## config.mk

```make
export PLATFORM = sky130hd
export DESIGN_NAME = wb_scoreboard
export DESIGN_NICKNAME = d
export VERILOG_FILES = /design/src/rtl/scoreboard_pkg.sv /design/src/rtl/sb_expect_mem.sv /design/src/rtl/wb_scoreboard.sv
export SDC_FILE = /design/constraint.sdc
export NUM_CORES = 1
export LEC_CHECK = 0
export CORE_MARGIN = 2
export CORE_UTILIZATION = 35
export DETAILED_ROUTE_END_ITERATION = 10
export RECOVER_POWER = 50
export SLEW_MARGIN = 20
export SYNTH_ARGS = -nofsm -noshare
export SYNTH_HDL_FRONTEND = slang
export SYNTH_SLANG_ARGS = --single-unit
export TNS_END_PERCENT = 20
```

## constraint.sdc

```tcl
create_clock -name clock -period 9.15 [get_ports clock]
set_input_delay 0.915 -clock clock [delete_from_list [all_inputs] [get_ports clock]]
set_output_delay 0.915 -clock clock [all_outputs]
set_load 0.02 [all_outputs]
```

## src/rtl/scoreboard_pkg.sv

```systemverilog
// Shared definitions for the writeback scoreboard: FSM encodings, defaults and width helpers.
package scoreboard_pkg;

    typedef logic [1:0] sb_state_t;

    localparam sb_state_t st_idle = 2'd0;
    localparam sb_state_t st_run  = 2'd1;
    localparam sb_state_t st_done = 2'd2;

    localparam int unsigned def_data_width     = 64;
    localparam int unsigned def_reg_addr_width = 5;
    localparam int unsigned def_depth          = 16;
    localparam int unsigned def_timeout        = 64;
    localparam int unsigned def_zero_reg       = 31;

    localparam int unsigned def_ptr_width = $clog2(def_depth);
    localparam int unsigned def_cnt_width = def_ptr_width + 1;

    // Counters must hold the value DEPTH itself, hence one extra bit over the index.
    function automatic int unsigned cnt_width(input int unsigned depth);
        return $clog2(depth) + 1;
    endfunction

endpackage

```

## src/rtl/sb_expect_mem.sv

```systemverilog
// Expected-writeback list: one synchronous write port, one combinational read port.
module sb_expect_mem #(
    parameter int unsigned WIDTH = 69,
    parameter int unsigned DEPTH = 16
) (
    input  logic                     clock,
    input  logic                     we,
    input  logic [$clog2(DEPTH)-1:0] waddr,
    input  logic [WIDTH-1:0]         wdata,
    input  logic [$clog2(DEPTH)-1:0] raddr,
    output logic [WIDTH-1:0]         rdata
);

    logic [WIDTH-1:0] mem [DEPTH];

    // No reset: the list survives a scoreboard reset.
    always_ff @(posedge clock) begin
        if (we) begin
            mem[waddr] <= wdata;
        end
    end

    assign rdata = mem[raddr];

endmodule

```

## src/rtl/wb_scoreboard.sv

```systemverilog
// In-order register-writeback checker: compares snooped RegWrite traffic against a preloaded list.
module wb_scoreboard
    import scoreboard_pkg::*;
#(
    parameter int unsigned DATA_WIDTH     = def_data_width,
    parameter int unsigned REG_ADDR_WIDTH = def_reg_addr_width,
    parameter int unsigned DEPTH          = def_depth,
    parameter int unsigned TIMEOUT        = def_timeout,
    parameter int unsigned ZERO_REG       = def_zero_reg
) (
    input  logic                         clock,
    input  logic                         reset,
    input  logic                         exp_we,
    input  logic [$clog2(DEPTH)-1:0]     exp_addr,
    input  logic [REG_ADDR_WIDTH-1:0]    exp_reg,
    input  logic [DATA_WIDTH-1:0]        exp_data,
    input  logic [$clog2(DEPTH):0]       exp_count,
    input  logic                         start,
    input  logic                         wb_valid,
    input  logic [REG_ADDR_WIDTH-1:0]    wb_reg,
    input  logic [DATA_WIDTH-1:0]        wb_data,
    output logic                         busy,
    output logic                         done,
    output logic                         pass,
    output logic                         timeout,
    output logic [$clog2(DEPTH):0]       match_count,
    output logic [$clog2(DEPTH):0]       error_count,
    output logic [$clog2(DEPTH)-1:0]     fail_index,
    output logic [DATA_WIDTH-1:0]        fail_data
);

    localparam int unsigned PTR_W   = $clog2(DEPTH);
    localparam int unsigned CNT_W   = cnt_width(DEPTH);
    localparam int unsigned ENTRY_W = REG_ADDR_WIDTH + DATA_WIDTH;
    localparam int unsigned WD_W    = $clog2(TIMEOUT) + 1;

    localparam logic [CNT_W-1:0]          cnt_max  = CNT_W'(DEPTH);
    localparam logic [WD_W-1:0]           wd_limit = WD_W'(TIMEOUT - 1);
    localparam logic [REG_ADDR_WIDTH-1:0] zero_reg = REG_ADDR_WIDTH'(ZERO_REG);

    sb_state_t              state_q, state_d;
    logic [CNT_W-1:0]       count_q, count_d;
    logic [CNT_W-1:0]       ptr_q, ptr_d;
    logic [CNT_W-1:0]       match_q, match_d;
    logic [CNT_W-1:0]       error_q, error_d;
    logic [PTR_W-1:0]       fail_index_q, fail_index_d;
    logic [DATA_WIDTH-1:0]  fail_data_q, fail_data_d;
    logic [WD_W-1:0]        wd_q, wd_d;
    logic                   timeout_q, timeout_d;
    logic                   busy_q, done_q, pass_q;
    logic                   pass_d;

    logic                   accept;
    logic                   mem_we;
    logic [ENTRY_W-1:0]     exp_entry;
    logic [CNT_W-1:0]       ptr_inc;

    assign mem_we = exp_we && (state_q != st_run);

    sb_expect_mem #(
        .WIDTH (ENTRY_W),
        .DEPTH (DEPTH)
    ) u_expect_mem (
        .clock (clock),
        .we    (mem_we),
        .waddr (exp_addr),
        .wdata ({exp_reg, exp_data}),
        .raddr (ptr_q[PTR_W-1:0]),
        .rdata (exp_entry)
    );

    assign accept  = (state_q == st_run) && wb_valid && (wb_reg != zero_reg);
    assign ptr_inc = ptr_q + CNT_W'(1);

    always_comb begin
        state_d      = state_q;
        count_d      = count_q;
        ptr_d        = ptr_q;
        match_d      = match_q;
        error_d      = error_q;
        fail_index_d = fail_index_q;
        fail_data_d  = fail_data_q;
        wd_d         = wd_q;
        timeout_d    = timeout_q;

        case (state_q)
            st_idle, st_done: begin
                if (start) begin
                    state_d      = st_run;
                    count_d      = (exp_count > cnt_max) ? cnt_max : exp_count;
                    ptr_d        = '0;
                    match_d      = '0;
                    error_d      = '0;
                    fail_index_d = '0;
                    fail_data_d  = '0;
                    wd_d         = '0;
                    timeout_d    = 1'b0;
                end
            end
            st_run: begin
                if (ptr_q == count_q) begin
                    // Only reachable for an empty list.
                    state_d = st_done;
                end else if (accept) begin
                    if ({wb_reg, wb_data} == exp_entry) begin
                        if (match_q != cnt_max) match_d = match_q + CNT_W'(1);
                    end else begin
                        if (error_q == '0) begin
                            fail_index_d = ptr_q[PTR_W-1:0];
                            fail_data_d  = wb_data;
                        end
                        if (error_q != cnt_max) error_d = error_q + CNT_W'(1);
                    end
                    ptr_d = ptr_inc;
                    wd_d  = '0;
                    if (ptr_inc == count_q) state_d = st_done;
                end else if (wd_q == wd_limit) begin
                    timeout_d = 1'b1;
                    state_d   = st_done;
                end else begin
                    wd_d = wd_q + WD_W'(1);
                end
            end
            default: state_d = st_idle;
        endcase

        pass_d = (state_d == st_done) && (error_d == '0) && !timeout_d;
    end

    always_ff @(posedge clock) begin
        if (reset) begin
            state_q      <= st_idle;
            count_q      <= '0;
            ptr_q        <= '0;
            match_q      <= '0;
            error_q      <= '0;
            fail_index_q <= '0;
            fail_data_q  <= '0;
            wd_q         <= '0;
            timeout_q    <= 1'b0;
            busy_q       <= 1'b0;
            done_q       <= 1'b0;
            pass_q       <= 1'b0;
        end else begin
            state_q      <= state_d;
            count_q      <= count_d;
            ptr_q        <= ptr_d;
            match_q      <= match_d;
            error_q      <= error_d;
            fail_index_q <= fail_index_d;
            fail_data_q  <= fail_data_d;
            wd_q         <= wd_d;
            timeout_q    <= timeout_d;
            busy_q       <= (state_d == st_run);
            done_q       <= (state_d == st_done);
            pass_q       <= pass_d;
        end
    end

    assign busy        = busy_q;
    assign done        = done_q;
    assign pass        = pass_q;
    assign timeout     = timeout_q;
    assign match_count = match_q;
    assign error_count = error_q;
    assign fail_index  = fail_index_q;
    assign fail_data   = fail_data_q;

endmodule

```

==> key figures, run 1 <==
STA
  – Final hold violation count: 0
  – Setup slack after layout: roughly 2600 ps
  – Fmax: between 150 and 200 MHz
  – Fin crit share: 72.0%
  – Clock Skew: 35.8 ps
  – Final setup TNS: 0 ps
  – Max_slew headroom: -169%
  – RSZ-0062 raised after global routing: false
  – Worst-margin pin slew: about 4000 ps
  – Slew Limit Fails: ~190
  – Post-layout minimum cycle time: roughly 6600 ps
  – Final setup fails: 0

Synthesis
  – Top_reg_cell synth: edfxtp_1
  – Flop and latch count out of synthesis: ~1,200
  – Ys async rst share: 0%
  – Sequential element share of the synthesized area: 74.2%
  – Synth Area per Inst: between 15 and 20 sq um
  – Synth Cell Area: between 40,000 and 50,000 sq um
  – Post-synth net total: 2,585
  – Ys Warns: 0
  – Post-synth EDFFs: ~1,100
  – Cells after Synth: between 2,000 and 2,500
  – Synth cell types: 70

Finish
  – Layout cells sized above 1: 17.7%
  – Fillers: roughly 12,000
  – Nets: 2,870
  – Fin util: between 40% and 50%
  – Synthesis-to-finish area growth: 17.2%
  – Design area: approximately 56,000 sq um

Route
  – Detailed Route WL: around 130,000 um
  – ANT nets after route: 0
  – Drt via density: 5.54
  – Routed WL per cell: ~29 um
  – DRC viols: 0
  – Via count: between 20,000 and 30,000
  – Pre-antenna DRT Iters: 5
  – Initial detailed-routing violation count: roughly 3,000

CTS
  – Clk buf depth: 3
  – H-tree levels: 3
  – CTS tree: yes
  – Setup Buffers After CTS: 0
  – Later-pin clock latency in the skew report: 710 ps
  – CTS-repair resized insts: 0
  – Clk root buf: clkbuf_16
  – Clk sinks: 1,209
  – Clock edge transition at the registers on the reported setup and hold paths: 70 ps
  – Cts-stage hold buffer count: 0
  – CTS buffer count: around 120

Die
  – Starting Density: 35.1%
  – Cell row count: about 140
  – Die W: between 300 and 400 um
  – Core Footprint: between 100,000 and 150,000 sq um
  – Num ports: between 200 and 250
  – Full die area: roughly 140,000 sq um
  – Die Ht: 372 um

Run status
  – Status: finished, violations left
  – Failing checks: capacitance limit, slew limit

Worst setup path
  – Slowest cell on the critical path: a2111oi_2
  – Cell Chain, Critical Path: buf_12 > nand2b_1 > o22ai_1 > a31oi_1 > xor2_1 > a2111oi_2 > o2111ai_1 > or4_1 > nor3_2 > or2b_2 > o21a_4 > a22oi_1 > nor2_1
  – Max FO, Critical Path: 95
  – Buf+Inv Stages, Crit Path: 1
  – Startpoint type of the worst setup path: flop
  – Critical path class: flop to flop
  – Crit path max-delay family: compound AO/OA/AOI/OAI gates
  – Max incr delay on CP: around 910 ps
  – Worst setup EP type: flop
  – Crit path DAT: slightly above 7000 ps
  – Worst path required time: roughly 9700 ps

Global routing
  – Vias in the first global route: ~25,000
  – Global-route wire length before repair: roughly 190,000 um
  – Total grt overflow: 0
  – GRT Total Usage: between 10% and 20%
  – GR peak layer: met2
  – Met3 Usage GRT: between 3 and 4%
  – Largest net degree at the start of global routing: 96
  – Met2 usage: roughly 30%
  – Initial antenna violation count: 39
  – Grt met1 use: roughly 27%

Power and ir drop
  – LEAKAGE: roughly 0.017 uW
  – PD cells: roughly 210 nW/um^2
  – VDD IR max: around 140 uV

Worst hold path
  – Tightest Hold Check Type: flop to flop

Placed design
  – Pre-CTS WS: roughly 2600 ps
  – DP Area: 51,900 sq um
  – Final weighted congestion in routability-driven placement: about 0.78
  – Detailed placement HPWL: slightly below 80,000 um
  – I/O Buffers: ~230

Job
  – Max-Cap Viols: 5
## worst reg2reg max path, cell delays in order, from the launching register on
cell and delay [ps]:
dfxtp_4 850, buf_12 540, nand2b_1 750, o22ai_1 310
a31oi_1 100, xor2_1 220, a2111oi_2 910, o2111ai_1 240
or4_1 660, nor3_2 420, or2b_2 230, o21a_4 780
a22oi_1 270, nor2_1 160
## cells in the final DEF (no fill, tap or decap), drive strengths merged, types with 9 or more instances in the layout
cell,count
edfxtp,1104
mux4,238
clkbuf,172
clkdlybuf4s50,163
mux2i,152
nor2,130
dfxtp,105
a22oi,87
xor2,77
xnor2,72
dlygate4sd3,69
buf,52
clkinv,51
nand2,35
a21oi,33
o21ai,27
nand3,18
nand4,17
nor2b,15
a221oi,15
mux2,13
inv,12
nand2b,11
nor3,11
diode,10
a31oi,10
and3,10
o22ai,10
nor4,9
## per-stage QoR
stage,hold slack (ps),power [uW],instances
global placement,469,6930,4372
global route,511,11800,4598
detailed placement,484,6950,4372
CTS,493,11600,4594
floorplan,459,6620,2427
finish,498,11500,4604
## report_power, final
part | leakage (uW) | total [uW] | switching [uW] | internal (uW)
Sequential | 0.0108 | 6130 | 27.7 | 6100
Clock | 0.00183 | 4680 | 2030 | 2650
Combinational | 0.00439 | 699 | 432 | 266
## cell type report
type,count,area (sq um),share of cell area [%]
Clock inverter,56,350,0.629
Tap cell,1781,2230,4.00
Sequential cell,1209,35300,63.4
Antenna cell,10,25.0,0.0450
Inverter,12,45.0,0.0809
Clock buffer,166,3390,6.08
Timing Repair Buffer,290,2770,4.98
Multi-Input combinational cell,1080,11600,20.8
## routing by layer
layer / share of wire [%] / wire, um / vias to the layer above
li1: - / - / 10500
met5: 0.11 / 140 / -
met2: 46 / 60700 / 1245
met4: 2.0 / 2670 / 22
met3: 9.0 / 11800 / 202
met1: 43 / 56600 / 13600
## sequential cells by signal, summed over array words and instances (netlist names), named ones only
| register | flops |
|---|---|
| done | 1 |
| timeout | 1 |
| pass | 1 |
| fail_data | 64 |
| ptr_q | 5 |
| fail_index | 4 |
| u_expect_mem.mem | 1104 |
| match_count | 5 |
| error_count | 5 |
| count_q | 5 |
| state_q | 2 |
| wd_q | 7 |
| busy | 1 |
## final timing paths
| check | from | end | slack, ps | cells past startpoint |
|---|---|---|---|---|
| max | flop | fail_data[1] | 2560 | 13 |
| min | fail_data[52] | fail_data[52] | 500 | 2 |
| max reg2reg | flop | fail_data[1] | 2560 | 13 |
| min reg2reg | fail_data[52] | fail_data[52] | 500 | 2 |
## cells in the mapped netlist (14+ instances only)
cell,count,area (sq um)
a21oi_1,33,165
a221oi_1,14,123
a22oi_1,87,653
buf_2,52,260
buf_4,22,165
clkbuf_1,39,146
dfxtp_1,105,2100
edfxtp_1,1104,33200
mux2i_1,152,1520
mux4_2,238,5360
nand2_1,35,131
nand3_1,18,90.1
nand4_1,17,106
nor2_1,130,488
nor2b_1,15,93.8
o21ai_0,27,135
xnor2_1,72,631
xor2_1,77,674
## cells by family after synthesis
logic type	share of synthesized area (%)
mux	14.8
compound gates	3.37
fa+ha+maj	0.158
simple gates	3.07
xor+xnor	2.75
flops	74.2
buf+inv	1.62
Power figures use the tool's default switching activity.
==> inputs of run 2 (changes only) <==
==> constraint.sdc (replaced) <==
create_clock -name clock -period 6.1 [get_ports clock]
set_input_delay 0.61 -clock clock [delete_from_list [all_inputs] [get_ports clock]]
set_output_delay 0.61 -clock clock [all_outputs]
set_load 0.02 [all_outputs]
==> key figures, run 2 (synthesis gave the netlist of run 1 again) <==
Run status
  – Status: finished, violations left
  – Failing checks: capacitance limit, slew limit

Finish
  – Synthesis-to-finish area growth: 18.5%
  – Layout cells sized above 1: 18.5% (+0.77 points)
  – Nets: 2,884 (+0.49%)
  – Post-Layout Cell Count: 4,613 (+0.20%)
  – FF/Latch Area: 35,300 sq um (unchanged)
  – Fillers: 11,900 (+0.084%)
  – Largest Register: u_expect_mem.mem
  – Max FFs per register: 1,104 (unchanged)
  – Most common cell after layout, fill and taps aside: edfxtp_1
  – Area of the multi-input gates: 11,600 sq um (about the same)
  – Most frequent cells in the layout: 1,104 x edfxtp_1, 238 x mux4_2, 152 x mux2i_1, 138 x dlygate4sd3_1, 122 x clkbuf_16

Route
  – Pre-antenna DRT Iters: 5 (unchanged)
  – DRC viols: 0 (unchanged)
  – Wl on met1: 57,100 um (+0.79%)
  – ANT nets after route: 0 (unchanged)
  – DR top layer: met5
  – Initial detailed-routing violation count: 2,748 (-8.6%)
  – Routed WL per cell: 28.7 um (+0.24%)
  – Via count: 25,400 (-0.45%)
  – Routed met2 length: 60,700 um (about the same)
  – Detailed Route WL: 133,000 um (+0.44%)
  – DR WL met3: 11,900 um (+0.55%)
  – Drt via density: 5.50 (-0.65%)

Global routing
  – GRT Total Usage: 18.9% (+0.11 points)
  – Global-route wire length before repair: 186,000 um (about the same)
  – Largest net degree at the start of global routing: 70 (-27%)
  – Vias in the first global route: 25,300 (+0.29%)
  – Total grt overflow: 0 (unchanged)
  – Initial antenna violation count: 36 (-7.7%)

CTS
  – CTS buffer count: 120 (+0.84%)
  – CTS tree: yes
  – Setup Buffers After CTS: 0 (unchanged)
  – Clk root buf: clkbuf_16
  – Later-pin clock latency in the skew report: 740 ps (+30 ps)
  – H-tree levels: 3 (unchanged)
  – Clk sinks: 1,209 (unchanged)
  – CTS-repair resized insts: 0 (unchanged)
  – Clk buf depth: 3 (unchanged)
  – Clock edge transition at the registers on the reported setup and hold paths: 60 ps (about the same)
  – Cts-stage hold buffer count: 0 (unchanged)

Power and ir drop
  – VDD IR max: 220 uV (+52%)
  – PD cells: 313 nW/um^2 (+52%)
  – LEAKAGE: 0.0175 uW (+2.9%)
  – Final Power: 17,600 uW (+53%)

Worst setup path
  – Worst path required time: 6750 ps (-2970 ps)
  – Crit path DAT: 6110 ps (-1050 ps)
  – Worst setup EP type: flop
  – Startpoint type of the worst setup path: flop
  – Critical path class: flop to flop
  – Max FO, Critical Path: 45 (-53%)

STA
  – Slew Limit Fails: 11 (-94%)
  – Fin crit share: 89.5% (+18 points)
  – Fmax: 183 MHz (+21%)
  – Max_slew headroom: -14.5% (+150 points)
  – Worst-margin pin slew: 1710 ps (-2330 ps)
  – Post-layout minimum cycle time: 5460 ps (-1130 ps)
  – RSZ-0062 raised after global routing: false
  – Final hold violation count: 0 (unchanged)
  – Clock Skew: 26.9 ps (-8.93 ps)
  – Final setup fails: 0 (unchanged)

Die
  – Core Footprint: 135,000 sq um (unchanged)
  – Die W: 372 um (unchanged)
  – Die Ht: 372 um (unchanged)
  – Cell row count: 135 (unchanged)
  – Starting Density: 35.1% (unchanged)
  – Full die area: 139,000 sq um (unchanged)
  – Num ports: 234 (unchanged)

Job
  – Max-Cap Viols: 1 (-4)

Placed design
  – I/O Buffers: 233 (unchanged)
  – Placed cell count: 4,385 (+0.30%)
  – Final weighted congestion in routability-driven placement: 0.810 (+4.2%)
  – Detailed placement HPWL: 78,800 um (-0.61%)

Worst hold path
  – Tightest Hold Check Type: input port to flop
run 2: cell types whose count changed in the layout (fill, tap and decap cells not counted), sizes merged:
cell / previous run / this run
dlygate4sd3: 69 / 138
bufinv: 3 / 13
clkinv: 51 / 54
buf: 52 / 70
diode: 10 / 6
inv: 12 / 13
clkbuf: 172 / 153
clkdlybuf4s50: 163 / 94
run 2: final timing paths:
| path | slack, ps | startpoint | cells past startpoint | end |
|---|---|---|---|---|
| max | 640 | flop | 15 | fail_data[38] |
| min reg2reg | 490 | fail_data[53] | 2 | fail_data[53] |
| min | 240 | reset | 2 | fail_data[10] |
| max reg2reg | 640 | flop | 15 | fail_data[38] |
run 2: area by class of cell:
| type | instances | area share (%) |
|---|---|---|
| clock inverter | 70 | 1.25 |
| inverter | 12 | 0.0801 |
| antenna | 6 | 0.0267 |
| timing repair buffer | 303 | 5.70 |
| tap | 1781 | 3.96 |
| sequential | 1209 | 62.7 |
| clock buffer | 152 | 5.70 |
| multi-input combinational | 1080 | 20.6 |
run 2: stage by stage:
step | instance area [sq um] | worst slack [ps] | hold slack (ps) | util [%] | TNS, ps
after global placement | 52300 | 719 | 469 | 38.7 | 0
after detailed placement | 52400 | 684 | 482 | 38.7 | 0
after floorplan | 47500 | -83.6 | 459 | - | -16660
after CTS | 56300 | 660 | 201 | 41.6 | 0
final | 56300 | 640 | 245 | 41.6 | 0
after global routing | 56200 | 513 | 237 | 41.6 | 0
run 2: where the power goes:
part	total, uW	leakage, uW	internal (uW)	switching, uW
clock	7360	0.00192	4250	3110
combinational	1070	0.00479	415	652
sequential	9190	0.0108	9150	46.3
run 2: layer usage:
layer	track usage, %	vias to the layer above
li1	-	10500
met1	27.0	13500
met2	29.5	1143
met3	4.47	226
met4	4.40	18
met5	0	-
run 2: worst max-delay path, cell delays in order, from the launching register on:
cell and delay [ps]:
dfxtp_4 870, buf_12 370, mux4_2 360, mux2i_1 190, xor2_1 310, nand4_1 210
nor4_1 720, o21ai_0 180, or4_1 630, nor3_2 160, buf_4 200, or2b_2 150
o21a_4 420, buf_12 240, a22oi_1 100, nor2_1 130
